`src/rtl/replay_accumulator_if.sv`:
```
// Stream bundle for replay_accumulator: input item channel plus output sum channel.
interface replay_accumulator_if #(
  parameter int unsigned W  = 8,
  parameter int unsigned OW = 10
);
  logic [W-1:0]  idat;
  logic          ilast;
  logic          ifin;
  logic          ivld;
  logic          irdy;
  logic [OW-1:0] odat;
  logic          olast;
  logic          ovld;
  logic          ordy;

  // Accumulator side: consumes items, produces sums.
  modport slave (
    input  idat, ilast, ifin, ivld, ordy,
    output irdy, odat, olast, ovld
  );

  // Environment side: produces items, consumes sums.
  modport master (
    output idat, ilast, ifin, ivld, ordy,
    input  irdy, odat, olast, ovld
  );
endinterface

```
`src/rtl/replay_accumulator.sv`:
```
// Folds REP replayed passes of a LEN-item sequence into one LEN-item sequence of sums.
module replay_accumulator #(
  parameter int unsigned LEN = 4,
  parameter int unsigned REP = 3,
  parameter int unsigned W   = 8,
  parameter int unsigned OW  = W + $clog2(REP)
) (
  input logic                 clk,
  input logic                 rst_n,
  replay_accumulator_if.slave bus,
  output logic                err
);

  if (LEN == 0) begin : g_bad_len
    $error("replay_accumulator: LEN must be at least 1");
  end
  if (REP == 0) begin : g_bad_rep
    $error("replay_accumulator: REP must be at least 1");
  end
  if (OW < W) begin : g_bad_ow
    $error("replay_accumulator: OW must be at least W");
  end

  localparam int unsigned PosW  = (LEN > 1) ? $clog2(LEN) : 1;
  localparam int unsigned PassW = (REP > 1) ? $clog2(REP) : 1;
  // Memory is sized to the full index range so the position counter indexes it exactly.
  localparam int unsigned MemD  = 2 ** PosW;
  localparam logic [PosW-1:0]  PosMax  = PosW'(LEN - 1);
  localparam logic [PassW-1:0] PassMax = PassW'(REP - 1);

  logic [PosW-1:0]  pos_q, pos_d;
  logic [PassW-1:0] pass_q, pass_d;
  logic             ovld_q, ovld_d;
  logic             olast_q, olast_d;
  logic [OW-1:0]    odat_q, odat_d;
  logic             err_q, err_d;
  logic [OW-1:0]    mem_q [MemD];
  logic [OW-1:0]    mem_d [MemD];

  logic          final_pass;
  logic          at_end;
  logic          irdy;
  logic          accept;
  logic [OW-1:0] ext;
  logic [OW-1:0] base;
  logic [OW-1:0] sum;

  assign final_pass = (pass_q == PassMax);
  assign at_end     = (pos_q == PosMax);
  // Earlier passes never stall; the final pass only needs the output register free.
  assign irdy       = !final_pass || !ovld_q || bus.ordy;
  assign accept     = bus.ivld && irdy;

  assign ext  = OW'(signed'(bus.idat));
  // Pass 0 starts a fresh sum; the memory is read asynchronously, so a write from the
  // previous edge is already visible here and same-address back-to-back items need no bubble.
  assign base = (pass_q == '0) ? '0 : mem_q[pos_q];
  assign sum  = base + ext;

  // Next-state: counters, accumulation memory, output register and framing check.
  always_comb begin
    pos_d   = pos_q;
    pass_d  = pass_q;
    ovld_d  = ovld_q;
    olast_d = olast_q;
    odat_d  = odat_q;
    err_d   = err_q;
    mem_d   = mem_q;

    if (ovld_q && bus.ordy) begin
      ovld_d = 1'b0;
    end

    if (accept) begin
      if (final_pass) begin
        odat_d  = sum;
        olast_d = at_end;
        ovld_d  = 1'b1;
      end else begin
        mem_d[pos_q] = sum;
      end

      // Flags are checked only; the counters alone decide where data goes.
      if ((bus.ilast != at_end) || (bus.ifin != (at_end && final_pass))) begin
        err_d = 1'b1;
      end

      if (at_end) begin
        pos_d  = '0;
        pass_d = final_pass ? '0 : pass_q + PassW'(1);
      end else begin
        pos_d = pos_q + PosW'(1);
      end
    end
  end

  // Control state with synchronous active-low reset.
  always_ff @(posedge clk) begin
    if (!rst_n) begin
      pos_q  <= '0;
      pass_q <= '0;
      ovld_q <= 1'b0;
      err_q  <= 1'b0;
    end else begin
      pos_q  <= pos_d;
      pass_q <= pass_d;
      ovld_q <= ovld_d;
      err_q  <= err_d;
    end
  end

  // Datapath state is never reset: output data is qualified by ovld and pass 0 overwrites memory.
  always_ff @(posedge clk) begin
    odat_q  <= odat_d;
    olast_q <= olast_d;
    mem_q   <= mem_d;
  end

  assign bus.irdy  = irdy;
  assign bus.odat  = odat_q;
  assign bus.olast = olast_q;
  assign bus.ovld  = ovld_q;
  assign err       = err_q;

endmodule
```
`src/flat_wrapper.sv`:
```
// flat-port wrapper written by rule: the top's interface ports become plain ports
module replay_accumulator_flat 
#(
  parameter int unsigned LEN = 4,
  parameter int unsigned REP = 3,
  parameter int unsigned W   = 8,
  parameter int unsigned OW  = W + $clog2(REP)
)
  (clk, rst_n, err, bus_idat, bus_ilast, bus_ifin, bus_ivld, bus_ordy, bus_irdy, bus_odat, bus_olast, bus_ovld);
  replay_accumulator_if #(.W(W), .OW(OW)) bus_i ();
  input logic clk;
  input logic rst_n;
  output logic err;
  input wire logic [$bits(bus_i.idat)-1:0] bus_idat;
  input wire logic [$bits(bus_i.ilast)-1:0] bus_ilast;
  input wire logic [$bits(bus_i.ifin)-1:0] bus_ifin;
  input wire logic [$bits(bus_i.ivld)-1:0] bus_ivld;
  input wire logic [$bits(bus_i.ordy)-1:0] bus_ordy;
  output wire logic [$bits(bus_i.irdy)-1:0] bus_irdy;
  output wire logic [$bits(bus_i.odat)-1:0] bus_odat;
  output wire logic [$bits(bus_i.olast)-1:0] bus_olast;
  output wire logic [$bits(bus_i.ovld)-1:0] bus_ovld;
  assign bus_i.idat = bus_idat;
  assign bus_i.ilast = bus_ilast;
  assign bus_i.ifin = bus_ifin;
  assign bus_i.ivld = bus_ivld;
  assign bus_i.ordy = bus_ordy;
  assign bus_irdy = bus_i.irdy;
  assign bus_odat = bus_i.odat;
  assign bus_olast = bus_i.olast;
  assign bus_ovld = bus_i.ovld;
  replay_accumulator #(.LEN(LEN), .REP(REP), .W(W), .OW(OW)) u_core (.clk(clk), .rst_n(rst_n), .bus(bus_i), .err(err));
endmodule
```
`config.mk`:
```
export PLATFORM = sky130hd
export DESIGN_NAME = replay_accumulator_flat
export DESIGN_NICKNAME = d
export VERILOG_FILES = /design/src/rtl/replay_accumulator_if.sv /design/src/rtl/replay_accumulator.sv /design/src/flat_wrapper.sv
export SDC_FILE = /design/constraint.sdc
export NUM_CORES = 1
export LEC_CHECK = 0
export CAP_MARGIN = 20
export CORE_UTILIZATION = 25
export CTS_CLUSTER_SIZE = 14
export DETAILED_ROUTE_END_ITERATION = 8
export PLACE_DENSITY = 0.41
export SYNTH_ARGS = -nofsm -noshare
export SYNTH_HDL_FRONTEND = slang
export SYNTH_SLANG_ARGS = --single-unit
```
`constraint.sdc`:
```
create_clock -name clk -period 4.6 [get_ports clk]
set_input_delay 0.92 -clock clk [delete_from_list [all_inputs] [get_ports clk]]
set_output_delay 0.92 -clock clk [all_outputs]
set_load 0.1 [all_outputs]
```
==> metrics.txt, run 1 <==
status=finished, final reports clean; Initial DRT Pass Iterations=4; Synth Area per Inst=15.6 um2; Comb power frac=8.6%; number of library cell types mapped by synthesis=38; Die Wd=104 um; Seq/Total Area, Yosys=between 60% and 70%; die area=10900 um2; HP Start=u_core.err; CTS Sinks=57; Slew HR=about a third; ys flop type=edfxtp_1; Synth-to-Final Area Change=23.9%; ys async rst share=0%; Worst Path Arrival=around 3.1 ns; Worst setup EP type=register; Slew Viols, Final=0; WHS Path Cells=1; n_diodes=0; CTS tree=built; sequential group share of total power=roughly 55%; H-Tree Depth=3; total negative slack=0 ns; internal power=833 uW; fin cells=roughly 350; I/O pin count=28; P_leak=0.00112 uW; sw frac=a little under a quarter; worst-margin pin slew=a little under 1 ns; Detailed Place HPWL=3600 um; Max-Cap Viols=0; GP Congestion=about 0.66; Vias=1500; flop2flop setup slack=about 1.6 ns; R2R cell count=9; Setup crit start kind=register; Antenna Nets Post-Route=0; r2r startpoint=u_core.pos_q[0]; Placed Cells=329; IO Port Bufs=27; Wirelength per Cell=15.8 um; Max Fclk=336 MHz; initial antenna violation count=0; CP required=4.69 ns; most frequent cells in the layout=edfxtp_1, clkdlybuf4s50_1, nor2b_1; clock share of power=36.8%; Initial Util=a little over a quarter; layout cell share with drive strength beyond 1=18.4%; Bufs on Longest Clock Path=2; worst hold margin=~0.48 ns; DRC errors left=0; layout net count=235; Synth Register Bits=57; 1st-iter DRT viols=75; Worst Skew=approximately 0.0066 ns; CTS buffer count=9; area of the mapped netlist=2610 um2; fillers=979; CTS root buf=clkbuf_8; synth warn=0; post-DR vias/cell=4.35; Clk pin slew, worst setup/hold paths=0.06 ns; global route overflow=0; first-pass GRT wire length=just under 9000 um; post-CTS resize count=0; pin count of the biggest net entering global routing=13; unrepaired setup endpoints after global routing=no; RR Endpoint=u_core.mem_q[17]; Min-Delay Endpoint=u_core.err; net count after synthesis=about 200; PwrDens=333 nW/um2; CTS Hold Bufs=0; Pwr Total=roughly 1100 uW; setup repair bufs after CTS=0; post-route clock period utilization=64.6%; floorplan row count=36; DRT Wirelength=5450 um; Post-synth EDFFs=51; Max FO, Critical Path=7; Net Sw Power=245 uW; Synth Instances=167; Clock Latency Late Sink=0.33 ns; count of final hold-check violations=0; Hold Crit Class=reg2reg; number of global-route vias before repair=approximately 1500; worst vdd ir=~0.093 mV; Tot GR Track Use=11.2%; Setup Crit Path Kind=reg2reg; die height=104 um; min Tclk post-route=2.97 ns; most common cell after layout, fill and taps aside=edfxtp_1; Final Setup Violations=0; Placeable Area=9950 um2
-- power groups by stage --
stage               Combinational (uW)  Sequential (uW)  Clock [uW]
floorplan                         55.9              602           0
global placement                  95.3              600           0
detailed placement                93.8              600           0
CTS                               94.5              589         412
global route                       102              591         434
finish                            92.2              589         397
-- how the worst max path moves through the flow --
stage,from,to,slack [ns],depth (start not counted)
6_report,u_core.pos_q[0],u_core.mem_q[17],1.63,9
5_1_grt,u_core.pos_q[1],u_core.mem_q[17],1.35,10
4_1_cts,u_core.pos_q[0],u_core.mem_q[17],1.59,9
3_5_place_dp,bus_idat[0],u_core.bus.odat[8],1.43,9
3_3_place_gp,bus_idat[2],u_core.mem_q[17],1.41,7
2_1_floorplan,u_core.pos_q[0],u_core.bus.odat[8],1.73,12
-- per-layer routing --
layer / global-route usage, % / vias up / share of wire [%]
met5: 0 / - / 0
met4: 5.82 / 0 / 1.2
met3: 3.07 / 5 / 3.7
met2: 15.5 / 31 / 43
met1: 15.9 / 743 / 52
li1: - / 721 / -
-- area by class of cell --
cell class	instances	area (um2)	area share [%]
Clock buffer	12	145	4.49
Clock inverter	4	18.8	0.580
Inverter	7	26.3	0.812
Multi-Input combinational cell	100	921	28.5
Sequential cell	57	1650	51.1
Tap cell	133	166	5.15
Timing Repair Buffer	32	305	9.44
-- cell usage after synthesis (2+ instances only) --
| cell type | count | area share, % |
|---|---|---|
| dfxtp_1 | 6 | 4.6 |
| ha_1 | 13 | 6.2 |
| o21ai_2 | 2 | 0.67 |
| buf_2 | 3 | 0.57 |
| a21o_1 | 2 | 0.57 |
| nor2_1 | 6 | 0.86 |
| o21ai_0 | 2 | 0.38 |
| o21a_1 | 4 | 1.2 |
| edfxtp_1 | 51 | 59 |
| inv_1 | 7 | 1.0 |
| and3_1 | 3 | 0.72 |
| mux4_2 | 9 | 7.8 |
| a21oi_1 | 5 | 0.96 |
| xnor2_1 | 8 | 2.7 |
| a21oi_2 | 2 | 0.67 |
| nand3_1 | 3 | 0.57 |
| a21boi_0 | 2 | 0.57 |
| nand2_1 | 5 | 0.72 |
| nor2b_1 | 15 | 3.6 |
-- cell families (layout without fill, tap and decap cells) --
family / Yosys count / count (layout) / synth area share (%)
AOI/OAI and AO/OA: 28 / 28 / 8.63
xor gates and xnor gates: 9 / 9 / 3.02
adders and majority gates: 14 / 14 / 7.00
buffers and inverters: 10 / 55 / 1.58
DFF: 57 / 57 / 63.2
muxes: 10 / 10 / 8.15
and+or+nand+nor: 39 / 39 / 8.39
-- state kept, by name, summed over array words and instances, names as in the netlist --
signal	cells
u_core.bus.olast	1
u_core.pass_q	2
u_core.mem_q	40
u_core.bus.odat	10
u_core.pos_q	2
u_core.bus.ovld	1
u_core.err	1
-- stage by stage --
step	instance area (um2)	setup WS (ns)	utilization, %
after floorplan	2610	1.73	-
after global placement	3070	1.41	30.8
after detailed placement	3070	1.43	30.8
after CTS	3230	1.59	32.5
after global routing	3230	1.35	32.5
final	3230	1.63	32.5
-- worst max-delay path, stage by stage (launching register included) --
cell and delay (ns):
dfxtp_1 0.34, buf_4 0.22, mux4_2 0.51, nor2b_1 0.15
ha_1 0.32, and3_4 0.21, a2111oi_4 0.48, o21bai_2 0.10
a21oi_2 0.15, xnor2_1 0.23
(Power assumes the default switching activity.)
==> run 2, diff against run 1 <==
==> constraint.sdc (replaced) <==
create_clock -name clk -period 3.1 [get_ports clk]
set_input_delay 0.62 -clock clk [delete_from_list [all_inputs] [get_ports clk]]
set_output_delay 0.62 -clock clk [all_outputs]
set_load 0.1 [all_outputs]
==> metrics.txt, run 2 (synthesis results as in run 1) <==
status=finished, final reports clean; WHS Path Cells=1; Clock Latency Late Sink=0.33 ns; CTS tree=built; Worst Skew=between 0.008 and 0.009 ns; total negative slack=0 ns; Placeable Area=9950 um2; r2r startpoint=u_core.pos_q[0]; Antenna Nets Post-Route=0; Max FO, Critical Path=5; H-Tree Depth=3; CTS buffer count=9; Hold Crit Class=reg2reg; first-pass GRT wire length=approximately 8400 um; max reg flops=40; post-route clock period utilization=93.2%; Slew Viols, Final=0; Placed Cells=337; Initial DRT Pass Iterations=4; Vias=roughly 1500; most common cell after layout, fill and taps aside=edfxtp_1; PwrDens=482 nW/um2; worst-margin pin slew=0.677 ns; CTS root buf=clkbuf_8; Bufs on Longest Clock Path=2; layout net count=approximately 240; RR Endpoint=u_core.bus.odat[9]; CTS Sinks=57; Tot GR Track Use=10.9%; n_diodes=0; HP Start=u_core.err; IO Port Bufs=27; Worst setup EP type=register; P_leak=roughly 0.0012 uW; Pwr Total=1570 uW; worst vdd ir=0.143 mV; fin cells=354; Synth-to-Final Area Change=24.7%; I/O pin count=28; min Tclk post-route=between 2 and 3 ns; count of final hold-check violations=0; CTS Hold Bufs=0; layout cell share with drive strength beyond 1=between 20% and 30%; Slew HR=54.9%; CP required=between 3 and 4 ns; largest register by flop count=u_core.mem_q; pin count of the biggest net entering global routing=11; Setup Crit Path Kind=reg2reg; DRT Wirelength=5420 um; Detailed Place HPWL=3720 um; flop2flop setup slack=roughly 0.21 ns; most frequent cells in the layout=edfxtp_1, buf_4, nor2b_1; die area=10900 um2; unrepaired setup endpoints after global routing=no; Setup crit start kind=register; floorplan row count=36; number of global-route vias before repair=1487; Max-Cap Viols=0; post-DR vias/cell=4.26; initial antenna violation count=0; Wirelength per Cell=15.3 um; Die Wd=104 um; R2R cell count=9; 1st-iter DRT viols=79; Place WS=0.0752 ns; Max Fclk=346 MHz; Finished Core Util=between 30% and 40%; Worst Path Arrival=2.98 ns; final worst setup slack=0.212 ns; Initial Util=26.2%; Clk pin slew, worst setup/hold paths=0.06 ns; global route overflow=0; DRC errors left=0; die height=104 um; Min-Delay Endpoint=u_core.err; GP Congestion=0.723; Final Setup Violations=0
## run 2: cell types whose count changed in the layout (fill, tap and decap cells not counted)
cell	before	now
clkinv_1	1	4
clkbuf_1	2	1
nor2_1	5	6
clkbuf_8	10	9
nor2_2	1	0
dfxtp_1	6	5
clkinv_2	3	2
buf_4	6	28
dfxtp_2	0	1
clkdlybuf4s50_1	26	13
## run 2: power breakdown
part           total, uW  internal, uW  switching [uW]
Combinational        143          68.9            74.4
Clock                555           276             279
Sequential           872           865            6.97
Total               1570          1210             361
## run 2: how the worst max path moves through the flow
stage | endpoint | from | slack (ns) | depth (start not counted)
2_1_floorplan | u_core.bus.odat[8] | u_core.pos_q[0] | 0.23 | 12
3_3_place_gp | u_core.bus.odat[7] | u_core.pos_q[0] | 0.07 | 9
3_5_place_dp | u_core.bus.odat[9] | u_core.pos_q[0] | 0.08 | 9
4_1_cts | u_core.bus.odat[9] | u_core.pos_q[0] | 0.07 | 9
5_1_grt | u_core.mem_q[9] | u_core.pos_q[0] | 0.06 | 9
6_report | u_core.bus.odat[9] | u_core.pos_q[0] | 0.21 | 9
## run 2: what timing repair did
item | 4_1_cts | 5_1_grt
buffers inserted | 0 | 1
resized for setup | 0 | 1
endpoints found under the setup margin | 0 | 15
endpoints found under the hold margin | 0 | 0
## run 2: cell type report
type	instances	area [um2]
Multi-Input combinational cell	100	918
Fill cell	977	6700
Clock inverter	6	25.0
Inverter	7	26.3
Clock buffer	10	128
Tap cell	133	166
Timing Repair Buffer	41	340
Sequential cell	57	1650
## run 2: critical path: stages (launching register included)
cell and delay, ns:
dfxtp_2 0.39, buf_4 0.15, mux4_2 0.47, nor2b_1 0.14, ha_1 0.33, and2_2 0.23, a2111oi_4 0.44, o21ai_2 0.10
a21oi_2 0.17, xnor2_1 0.23
## run 2: per-layer routing
| layer | track usage, % | vias to the layer above | routed length (um) |
|---|---|---|---|
| met2 | 16.6 | 28 | 2560 |
| li1 | - | 734 | - |
| met1 | 14.0 | 743 | 2650 |
| met5 | 0 | - | 0 |
| met4 | 4.29 | 0 | 30 |
| met3 | 3.88 | 2 | 175 |
## run 2: stage by stage
step / area (um2) / hold WS, ns
floorplan: 2610 / 0.561
global placement: 3100 / 0.458
detailed placement: 3100 / 0.458
CTS: 3250 / 0.476
global route: 3260 / 0.492
finish: 3260 / 0.471
==> run 3, diff against run 2 <==
--- a/config.mk
+++ b/config.mk
@@ -7,9 +7,11 @@
 export LEC_CHECK = 0
 export CAP_MARGIN = 20
 export CORE_UTILIZATION = 25
+export CTS_CLUSTER_DIAMETER = 80
 export CTS_CLUSTER_SIZE = 14
 export DETAILED_ROUTE_END_ITERATION = 8
 export PLACE_DENSITY = 0.41
+export SETUP_SLACK_MARGIN = 0.4
 export SYNTH_ARGS = -nofsm -noshare
 export SYNTH_HDL_FRONTEND = slang
 export SYNTH_SLANG_ARGS = --single-unit
==> metrics.txt, run 3 (synthesis results as in run 1) <==
register area=1660 um2; Bufs on Longest Clock Path=2; r2r startpoint=u_core.pos_q[0]; Final Setup Violations=0; Max Fclk=roughly 370 MHz; Worst Path Arrival=2.78 ns; Tot GR Track Use=a little over a tenth; Clk pin slew, worst setup/hold paths=0.07 ns; layout cell share with drive strength beyond 1=37.4%; DRT Wirelength=5470 um; PwrDens=roughly 530 nW/um2; HP Start=u_core.err; Max FO, Critical Path=7; total negative slack=0 ns; Synth-to-Final Area Change=34.1%; Placeable Area=9950 um2; fin cells=355; Min-Delay Endpoint=u_core.err; Die Wd=104 um; worst vdd ir=0.226 mV; Max-Cap Viols=0; Antenna Nets Post-Route=0; most common cell after layout, fill and taps aside=edfxtp_1; CTS buffer count=9; unrepaired setup endpoints after global routing=yes; CP required=approximately 3.2 ns; fillers=961; Wirelength per Cell=approximately 15 um; worst-margin pin slew=just over 0.6 ns; pin count of the biggest net entering global routing=11; max reg flops=40; floorplan row count=36; die height=104 um; worst hold margin=0.470 ns; area of the multi-input gates=1060 um2; Critical path origin=u_core.pos_q[0]; most frequent cells in the layout=edfxtp_1, buf_4, clkdlybuf4s50_1; GP Congestion=roughly 0.71; Finished Core Util=35.2%; I/O pin count=28; Worst setup EP type=register; WHS Path Cells=1; CTS tree=built; flop2flop setup slack=0.39 ns; Vias=1535; Slew Viols, Final=0; IO Port Bufs=27; Initial Util=between 20% and 30%; Placed Cells=335; Slew HR=59.6%; post-route clock period utilization=87.3%; largest register by flop count=u_core.mem_q; Worst Skew=0.00999 ns; H-Tree Depth=3; post-DR vias/cell=4.32; initial antenna violation count=0; count of final hold-check violations=0; RR Endpoint=u_core.mem_q[26]; CTS Sinks=57; CTS root buf=clkbuf_8; Pwr Total=1860 uW; first-pass GRT wire length=8820 um; DRC errors left=0; number of global-route vias before repair=1565; global route overflow=0; Setup Crit Path Kind=reg2reg; Clock Latency Late Sink=0.33 ns; Detailed Place HPWL=3750 um; R2R cell count=10; layout net count=245; n_diodes=0; CTS Hold Bufs=0; 1st-iter DRT viols=37; P_leak=0.00125 uW; min Tclk post-route=2.71 ns; Setup crit start kind=register; status=finished, final reports clean; die area=10900 um2; Hold Crit Class=reg2reg; Initial DRT Pass Iterations=4
run 3: cell count changes in the layout (fill, tap and decap cells not counted), moves of 3 or more:
cell,before,now
bufinv_16,0,3
clkinv_1,4,1
nor2b_4,0,5
ha_1,13,8
ha_4,0,4
nor2b_1,15,10
run 3: worst max-delay path by stage:
stage                               to  cells after the start
floorplan           u_core.bus.odat[8]                     12
global placement    u_core.bus.odat[8]                      9
detailed placement    u_core.mem_q[29]                      8
CTS                   u_core.mem_q[26]                     10
global route          u_core.mem_q[19]                      8
finish                u_core.mem_q[26]                     10
run 3: per-stage QoR:
step	worst slack, ns	cell area, um2
after CTS	0.374	3380
after global routing	0.308	3500
after global placement	0.205	3080
final	0.394	3500
after detailed placement	0.227	3080
after floorplan	0.426	2630
run 3: area by class of cell:
class,instances,area share [%]
Timing Repair Buffer,42,9.94
Multi-Input combinational cell,100,30.4
Clock buffer,10,3.65
Tap cell,133,4.75
Inverter,7,0.822
Clock inverter,6,3.04
Sequential cell,57,47.4
run 3: repair_timing:
action,4_1_cts,5_1_grt
endpoints found under the setup margin,20,25
pin swaps,10,18
gates resized for setup,11,19
setup buffers,1,3
hold endpoints to repair,0,0
run 3: routing by layer:
layer  GRT usage, %  vias up  wire [um]
met5              0        -          0
met4           5.82        0         70
met3           1.94        6        130
met1           15.1      768       2800
li1               -      734          -
met2           16.4       27       2470
run 3: where the power goes:
part	internal, uW	switching, uW	total (uW)
registers	864	10.2	874
clock network	530	301	831
logic	78.2	75.2	153
run 3: worst max-delay path: stages, from the launching register on:
cell	delay, ns
dfxtp_4	0.41
mux4_2	0.52
nor2b_4	0.15
ha_4	0.23
buf_4	0.14
nor2b_4	0.12
o31a_1	0.32
o21a_1	0.21
nor2_2	0.11
xnor2_1	0.08
buf_4	0.15
